`src/rtl/i2c_init_seq.sv`:
```
// i2c_init_seq: issues the seven-word WM8731 register init sequence through a
// single-transaction I2C write master, one word per start pulse.
// Optional feature macro I2C_INIT_TIMEOUT_EN: per-word timeout with bounded
// re-issue of the same word; without it WAIT holds indefinitely and o_error is 0.

module i2c_init_seq #(
    parameter int unsigned GAP_CYCLES     = 16,
    parameter int unsigned TIMEOUT_CYCLES = 65536,
    parameter int unsigned MAX_RETRY      = 3
) (
    input  logic        i_clk,
    input  logic        i_rst_n,
    input  logic        i_start,
    input  logic        i_i2c_fin,
    output logic        o_i2c_start,
    output logic [6:0]  o_i2c_addr,
    output logic        o_i2c_rw,
    output logic [15:0] o_i2c_reg_data,
    output logic [2:0]  o_index,
    output logic        o_busy,
    output logic        o_finished,
    output logic        o_error
);

    typedef enum logic [2:0] {StIdle, StLoad, StPulse, StWait, StGap, StDone} state_e;

    // GAP lasts GAP_CYCLES+1 cycles so that pulse-to-pulse spacing after a
    // detected fin edge is 3+GAP_CYCLES (GAP, LOAD, PULSE).
    localparam int unsigned GapW = (GAP_CYCLES > 0) ? $clog2(GAP_CYCLES + 1) : 1;
    localparam logic [GapW-1:0] GapLast = GapW'(GAP_CYCLES);

    state_e          state_q, state_d;
    logic [2:0]      index_q, index_d;
    logic [15:0]     data_q, data_d;
    logic [GapW-1:0] gap_q, gap_d;
    logic            fin_q;
    logic            fin_rise;

`ifdef I2C_INIT_TIMEOUT_EN
    localparam int unsigned ToW = (TIMEOUT_CYCLES > 1) ? $clog2(TIMEOUT_CYCLES) : 1;
    localparam logic [ToW-1:0] ToLast = ToW'(TIMEOUT_CYCLES - 1);
    localparam int unsigned RetryW = (MAX_RETRY > 0) ? $clog2(MAX_RETRY + 1) : 1;
    localparam logic [RetryW-1:0] RetryMax = RetryW'(MAX_RETRY);

    logic [ToW-1:0]    to_q, to_d;
    logic [RetryW-1:0] retry_q, retry_d;
    logic              error_q, error_d;
`else
    logic [63:0] unused_cfg;
    assign unused_cfg = {TIMEOUT_CYCLES, MAX_RETRY};
`endif

    // WM8731 init table: reset, analogue path, digital path, power down,
    // interface format, sampling, active.
    function automatic logic [15:0] word_at(input logic [2:0] idx);
        case (idx)
            3'd0:    word_at = 16'h1E00;
            3'd1:    word_at = 16'h0815;
            3'd2:    word_at = 16'h0A00;
            3'd3:    word_at = 16'h0C00;
            3'd4:    word_at = 16'h0E42;
            3'd5:    word_at = 16'h1019;
            3'd6:    word_at = 16'h1201;
            default: word_at = 16'h0000;
        endcase
    endfunction

    // A fin level already high on WAIT entry has fin_q=1 and never counts.
    assign fin_rise = i_i2c_fin & ~fin_q;

    // State and datapath registers.
    always_ff @(posedge i_clk or negedge i_rst_n) begin
        if (!i_rst_n) begin
            state_q <= StIdle;
            index_q <= 3'd0;
            data_q  <= 16'h0000;
            gap_q   <= '0;
            fin_q   <= 1'b0;
`ifdef I2C_INIT_TIMEOUT_EN
            to_q    <= '0;
            retry_q <= '0;
            error_q <= 1'b0;
`endif
        end else begin
            state_q <= state_d;
            index_q <= index_d;
            data_q  <= data_d;
            gap_q   <= gap_d;
            fin_q   <= i_i2c_fin;
`ifdef I2C_INIT_TIMEOUT_EN
            to_q    <= to_d;
            retry_q <= retry_d;
            error_q <= error_d;
`endif
        end
    end

    // Next-state logic; the data word only changes on entry to LOAD.
    always_comb begin
        state_d = state_q;
        index_d = index_q;
        data_d  = data_q;
        gap_d   = gap_q;
`ifdef I2C_INIT_TIMEOUT_EN
        to_d    = to_q;
        retry_d = retry_q;
        error_d = error_q;
`endif
        unique case (state_q)
            StIdle: begin
                if (i_start) begin
                    state_d = StLoad;
                    index_d = 3'd0;
                    data_d  = word_at(3'd0);
`ifdef I2C_INIT_TIMEOUT_EN
                    error_d = 1'b0;
                    retry_d = '0;
`endif
                end
            end
            StLoad: state_d = StPulse;
            StPulse: begin
                state_d = StWait;
`ifdef I2C_INIT_TIMEOUT_EN
                to_d    = '0;
`endif
            end
            StWait: begin
                if (fin_rise) begin
`ifdef I2C_INIT_TIMEOUT_EN
                    retry_d = '0;
`endif
                    if (index_q == 3'd6) begin
                        state_d = StDone;
                    end else begin
                        state_d = StGap;
                        gap_d   = '0;
                    end
                end
`ifdef I2C_INIT_TIMEOUT_EN
                else if (to_q == ToLast) begin
                    if (retry_q == RetryMax) begin
                        error_d = 1'b1;
                        state_d = StDone;
                    end else begin
                        retry_d = retry_q + 1'b1;
                        state_d = StPulse;
                    end
                end else begin
                    to_d = to_q + 1'b1;
                end
`endif
            end
            StGap: begin
                if (gap_q == GapLast) begin
                    state_d = StLoad;
                    index_d = index_q + 3'd1;
                    data_d  = word_at(index_q + 3'd1);
                end else begin
                    gap_d = gap_q + 1'b1;
                end
            end
            StDone:  state_d = StIdle;
            default: state_d = StIdle;
        endcase
    end

    assign o_i2c_start    = (state_q == StPulse);
    assign o_finished     = (state_q == StDone);
    assign o_busy         = (state_q == StLoad) || (state_q == StPulse) ||
                            (state_q == StWait) || (state_q == StGap);
    assign o_i2c_addr     = 7'b0011010;
    assign o_i2c_rw       = 1'b0;
    assign o_i2c_reg_data = data_q;
    assign o_index        = index_q;
`ifdef I2C_INIT_TIMEOUT_EN
    assign o_error        = error_q;
`else
    assign o_error        = 1'b0;
`endif

endmodule

```
`config.mk`:
```
export PLATFORM = sky130hd
export DESIGN_NAME = i2c_init_seq
export DESIGN_NICKNAME = d
export VERILOG_FILES = /design/src/rtl/i2c_init_seq.sv
export SDC_FILE = /design/constraint.sdc
export NUM_CORES = 1
export LEC_CHECK = 0
export ABC_AREA = 1
export CAP_MARGIN = 10
export CORE_MARGIN = 1
export CORE_UTILIZATION = 40
export CTS_CLUSTER_DIAMETER = 80
export DETAILED_ROUTE_END_ITERATION = 7
export GPL_TIMING_DRIVEN = 0
export PLACE_DENSITY = 0.67
export SLEW_MARGIN = 30
export SYNTH_ARGS = -nofsm -noshare
export SYNTH_HDL_FRONTEND = slang
export SYNTH_SLANG_ARGS = --single-unit
```
`constraint.sdc`:
```
create_clock -name i_clk -period 2.2 [get_ports i_clk]
set_clock_uncertainty 0.15 [all_clocks]
set_input_delay 0.55 -clock i_clk [delete_from_list [all_inputs] [get_ports i_clk]]
set_output_delay 0.55 -clock i_clk [all_outputs]
set_load 0.005 [all_outputs]
```
# == After elaboration in Yosys (flattened, before gate mapping) ==
# Cells that the tools add are included.
# totals
regBits,28
output_inout_bits,31
word_cells,53
in_bits,4
# classes
n_mux,16
eq_ne,18
bitwise_logic,2
n_reduce_logical,10
addsub,2
# ops
op,n
case mux 13 bit (7 select lines),1
two-way mux 16 bit,2
case mux 16 bit (2 select lines),1
== test 3 bit (second input constant),6
two-way mux 3 bit,5
two-way mux 5 bit,3
case mux 3 bit (5 select lines),1
== test 3 x 2 -> 1 bit (second input constant),4
inequality test 2 bit (second input constant),5
case mux 5 bit (2 select lines),1
== test 3 x 1 -> 1 bit (second input constant),2
logical NOT 3 bit,2
case mux 3 bit (2 select lines),1
AND reduction 3 bit,2
adder 5 x 1 -> 5 bit (second input constant),1
== test 5 bit (second input constant),1
AND reduction 4 bit,1
nonzero test 2 bit,2
adder 3 x 1 -> 3 bit (second input constant),1
logical OR 1 bit,3
bitwise AND 1 bit,1
two-way mux 1 bit,1
NOT 1 bit,1

# == Logic depth before layout (Yosys ltp) ==
# depth
ltp_word,5
mapped_depth,10
depth_no_buf,10

# == Worst setup path after synthesis ==
# No wires, ideal clock.
# synth_timing
kind,reg-to-reg
from,"register index_q[0], in the netlist o_index[0]"
to,"register data_q[11], in the netlist o_i2c_reg_data[11]"
period_less_slack_ps,1654
n_path_buf,0
setup_slack_ps,546
t_arrival_ps,1388
setup_time_ps,116
path_stages_with_launch,10
required_ps,1934
path_cell_list,dfrtp_1 -> ha_1 -> ha_1 -> inv_1 -> nand2_1 -> nand2_1 -> nor2_1 -> nand3_1 -> nand2_1 -> nand2_1
# synth_via
elab_chain_len,5
word_cells_on_any_way,11
cone_classes,add/sub: 1; eq/ne: 6; mux: 3; reduce/logical: 1
# synth_lines
item,line_no,source
"start, declared",33,"logic [2:0] index_q, index_d;"
"start signal, assigned",86,index_q <= index_d;
adder 3 x 1 -> 3 bit *,158,data_d = word_at(index_q + 3'd1);
"== test 3 bit, or another cell as far along",56,case (idx)
case mux 13 bit (7 select lines) *,56,
two-way mux 16 bit *,155,if (gap_q == GapLast) begin
case mux 16 bit (2 select lines) *,109,unique case (state_q)
"end signal, assigned",87,data_q <= data_d;
"end, declared",34,"logic [15:0] data_q, data_d;"
# Mark *: on every way between the ends. The rest lies on a longest branch, timed or not. The select of a mux whose other input is x is not followed.
# A chain may end at the register's enable or synchronous reset.

# == Worst setup path after layout ==
# layout_timing
from,register state_q[0]
to,output o_busy
# layout_via
elab_chain_len,4
word_cells_on_any_way,7
cone_classes,eq/ne: 4; reduce/logical: 3
# layout_lines
item,line_no,source
"start, declared",32,"state_e state_q, state_d;"
"start signal, assigned",74,state_q <= StIdle;
"start signal, assigned",85,state_q <= state_d;
== test 3 x 1 -> 1 bit / == test 3 x 2 -> 1 bit (equally long branches),170,assign o_busy = (state_q == StLoad) || (state_q == StPulse) ||
logical OR 1 bit (2 in a row),170,
logical OR 1 bit *,171,(state_q == StWait) || (state_q == StGap);
"end, declared",20,"output logic o_busy,"
# Mark *: on every way between the ends. The rest lies on a longest branch, timed or not.

==> impl_metrics.csv <==
group,metric,value,unit
job,cap_violations,0,
final_layout,drive_above_1_share,0.271,
final_layout,area_delta_synth_final,29.6,%
floorplan,io_pins,35,
logic_synthesis,syn_avg_cell_area,7.90,sq um
setup_path,path_cells,"buf_4 -> nand2_4 -> nor2_4 -> inv_2 -> nand3_1 -> dlygate4sd2_1",
global_routing,gr-total-overflow,0,
final_layout,final_nets,232,
drt,drtAntennaViolNets,0,
final_layout,multiInputGateArea,706,sq um
clock_tree,cts.htree.levels,1,
power,p_leak,0.956,nW
global_routing,antenna_found_initial,0,
final_layout,n_antenna_cell,0,
power,p_per_area,935,nW/um^2
drt,post_drt_via_cell_ratio,4.41,
setup_path,crit_path_max_fanout,4,
floorplan,die_height,60.6,microns
floorplan,die_w,60.6,microns
logic_synthesis,synthTopCellsByArea,"dfrtp_1 (38%), nand2_1 (14%), buf_4 (9.3%)",
global_routing,grt_pass1_wl,4.53,mm
final_layout,layout_common_cells,"nand2_1 (51), buf_4 (25), dfrtp_1 (21)",
final_layout,register_area,526,sq um
setup_path,cp-end-kind,"output port",
floorplan,dieArea,3680,sq um
logic_synthesis,ys_seq_area_frac,0.382,
setup_path,cpPeakStageDelay,0.44,ns
clock_tree,clock-sinks,21,
final_layout,final_common_cell,"nand2_1",
drt,dr.pass1.iters,4,
drt,drc_errors,0,
floorplan,rows,20,
place,hpwlAfterDp,1.96,mm
clock_tree,path_clk_slew,0.13,ns
clock_tree,clockRootBuffer,"clkbuf_4",
logic_synthesis,synth_top_area_share,0.382,
clock_tree,numCtsBuffers,3,
logic_synthesis,yosys_register_bits,21,
sta,hold_viol,0,
drt,wl,2.70,mm
clock_tree,cts_tree,"built",
clock_tree,clk_latency,0.31,ns
drt,vias,1156,
final_layout,fill_cells,330,
global_routing,grt_max_degree,22,
setup_path,critPathSlowestCell,"dfrtp_1",
floorplan,core,3150,sq um
logic_synthesis,syn_area,1380,sq um
global_routing,gr-usage-all-layers,0.165,
clock_tree,cts.path.max_buffers,2,
setup_path,cp_top_family,"buffers and inverters",
setup_path,cp-start-kind,"register",
setup_path,crit_type,"reg2out",
sta,rsz0062_at_grt,"false",
sta,fmax,471,MHz
status,status,"finished, final reports clean",
setup_path,path_buf_inv,3,
logic_synthesis,yosysUniqueCellTypes,22,
sta,final-setup-viol-count,0,
setup_path,cp.required,1.50,ns
sta,min_period,2.12,ns
final_layout,finalInstanceArea,1780,sq um
sta,drv_slew,0,
drt,wl_per_cell,10.3,microns
drt,first_iter_violations,58,
floorplan,initial_core_util,0.436,
logic_synthesis,netlist_instances,174,
power,vdd_drop_max,0.424,mV
logic_synthesis,yosysWarnings,0,
place,postPlaceCellArea,1670,sq um
sta,setup_tns,0,ns
global_routing,grt_pass1_vias,1053,
setup_path,crit_arrival,1.42,ns
min_path,hp-class,"in2async",
place,gp_congestion,0.802,
place,numPortBuffers,19,
logic_synthesis,yosys.area.top_type,"dfrtp_1",
sta,period_share,0.965,
## cell type report
cell class | instances | share of cell area
Timing Repair Buffer | 27 | 0.138
Clock buffer | 3 | 0.0126
Clock inverter | 1 | 0.00281
Inverter | 18 | 0.0379
Multi-Input combinational cell | 128 | 0.396
Tap cell | 44 | 0.0309
Buffer | 20 | 0.0871
Sequential cell | 21 | 0.295
## through the flow
stage / utilization / cells / hold slack, ns / setup WS [ns] / power, mW
detailed placement: 0.529 / 250 / 0.325 / 0.0832 / 1.35
floorplan: - / 187 / 0.104 / 0.546 / 1.05
finish: 0.565 / 262 / 0.0226 / 0.0762 / 1.67
CTS: 0.559 / 262 / 0.356 / 0.00930 / 1.63
global placement: 0.529 / 250 / 0.320 / 0.0934 / 1.33
global route: 0.565 / 262 / 0.0625 / 0.00593 / 1.80
## flip-flops by register name, indices dropped and copies added, names as in the netlist
register and cells:
state_q 3, fin_q 1, o_i2c_reg_data 9, o_index 3, gap_q 5
## what timing repair did
action                     4_1_cts  5_1_grt
resized for setup                5        7
setup buffers                    8        0
setup endpoints to repair        2        2
hold buffers                     0        0
gates cloned                     0        0
pin swaps                        1        0
## power by group
| part | internal (mW) | total [mW] | leakage (nW) | switching (mW) |
|---|---|---|---|---|
| Clock | 0.0679 | 0.193 | 0.0177 | 0.125 |
| Combinational | 0.435 | 0.912 | 0.663 | 0.477 |
| Sequential | 0.486 | 0.561 | 0.275 | 0.0741 |
| Total | 0.989 | 1.67 | 0.956 | 0.676 |
## cells in the mapped netlist
cell type and count:
dfrtp_1 21, nand3b_1 1, a21oi_2 1, ha_1 9, nand3_1 12, buf_4 17
inv_2 3, nand2_2 4, nand2_4 1, o21ai_0 3, o21ai_1 4, nor2_1 9
a31o_2 1, nand2_1 53, buf_2 1, buf_6 2, nor3_1 3, conb_1 2
nand4_1 2, inv_1 15, nor2_4 1, o21ai_2 9
## path summary, 6_finish.rpt
check	startpoint	to	slack (ns)	depth (start not counted)
worst max-delay path	state_q[0]$_DFFE_PN0P_	o_busy	0.08	6
worst min-delay path	i_rst_n	o_i2c_reg_data[9]$_DFFE_PN0P_	0.02	1
worst max register to register	o_index[1]$_DFFE_PN0P_	o_i2c_reg_data[11]$_DFFE_PN0P_	0.41	9
worst min register to register	o_i2c_reg_data[9]$_DFFE_PN0P_	o_i2c_reg_data[9]$_DFFE_PN0P_	0.35	2
max in group asynchronous	i_rst_n	o_i2c_reg_data[10]$_DFFE_PN0P_	1.54	1
min in group i_clk	o_i2c_reg_data[9]$_DFFE_PN0P_	o_i2c_reg_data[9]$_DFFE_PN0P_	0.35	2
## routing by layer
| metal | wire (microns) | vias up | global-route usage |
|---|---|---|---|
| met5 | 0 | - | 0 |
| met4 | 31 | 0 | 0.0812 |
| met3 | 112 | 4 | 0.0277 |
| met2 | 1400 | 25 | 0.294 |
| met1 | 1160 | 523 | 0.193 |
| li1 | - | 604 | - |
## logic make-up (layout without fill, tap and decap cells)
kind of cell	Yosys count	after routing	share of synthesized area
compound gates	18	18	0.0955
fa+ha+maj	9	9	0.0819
buf+inv	38	69	0.162
simple gates	86	86	0.273
other cells	2	15	0.00546
flops	21	21	0.382
Note: power is estimated with default switching activity, not from simulation.
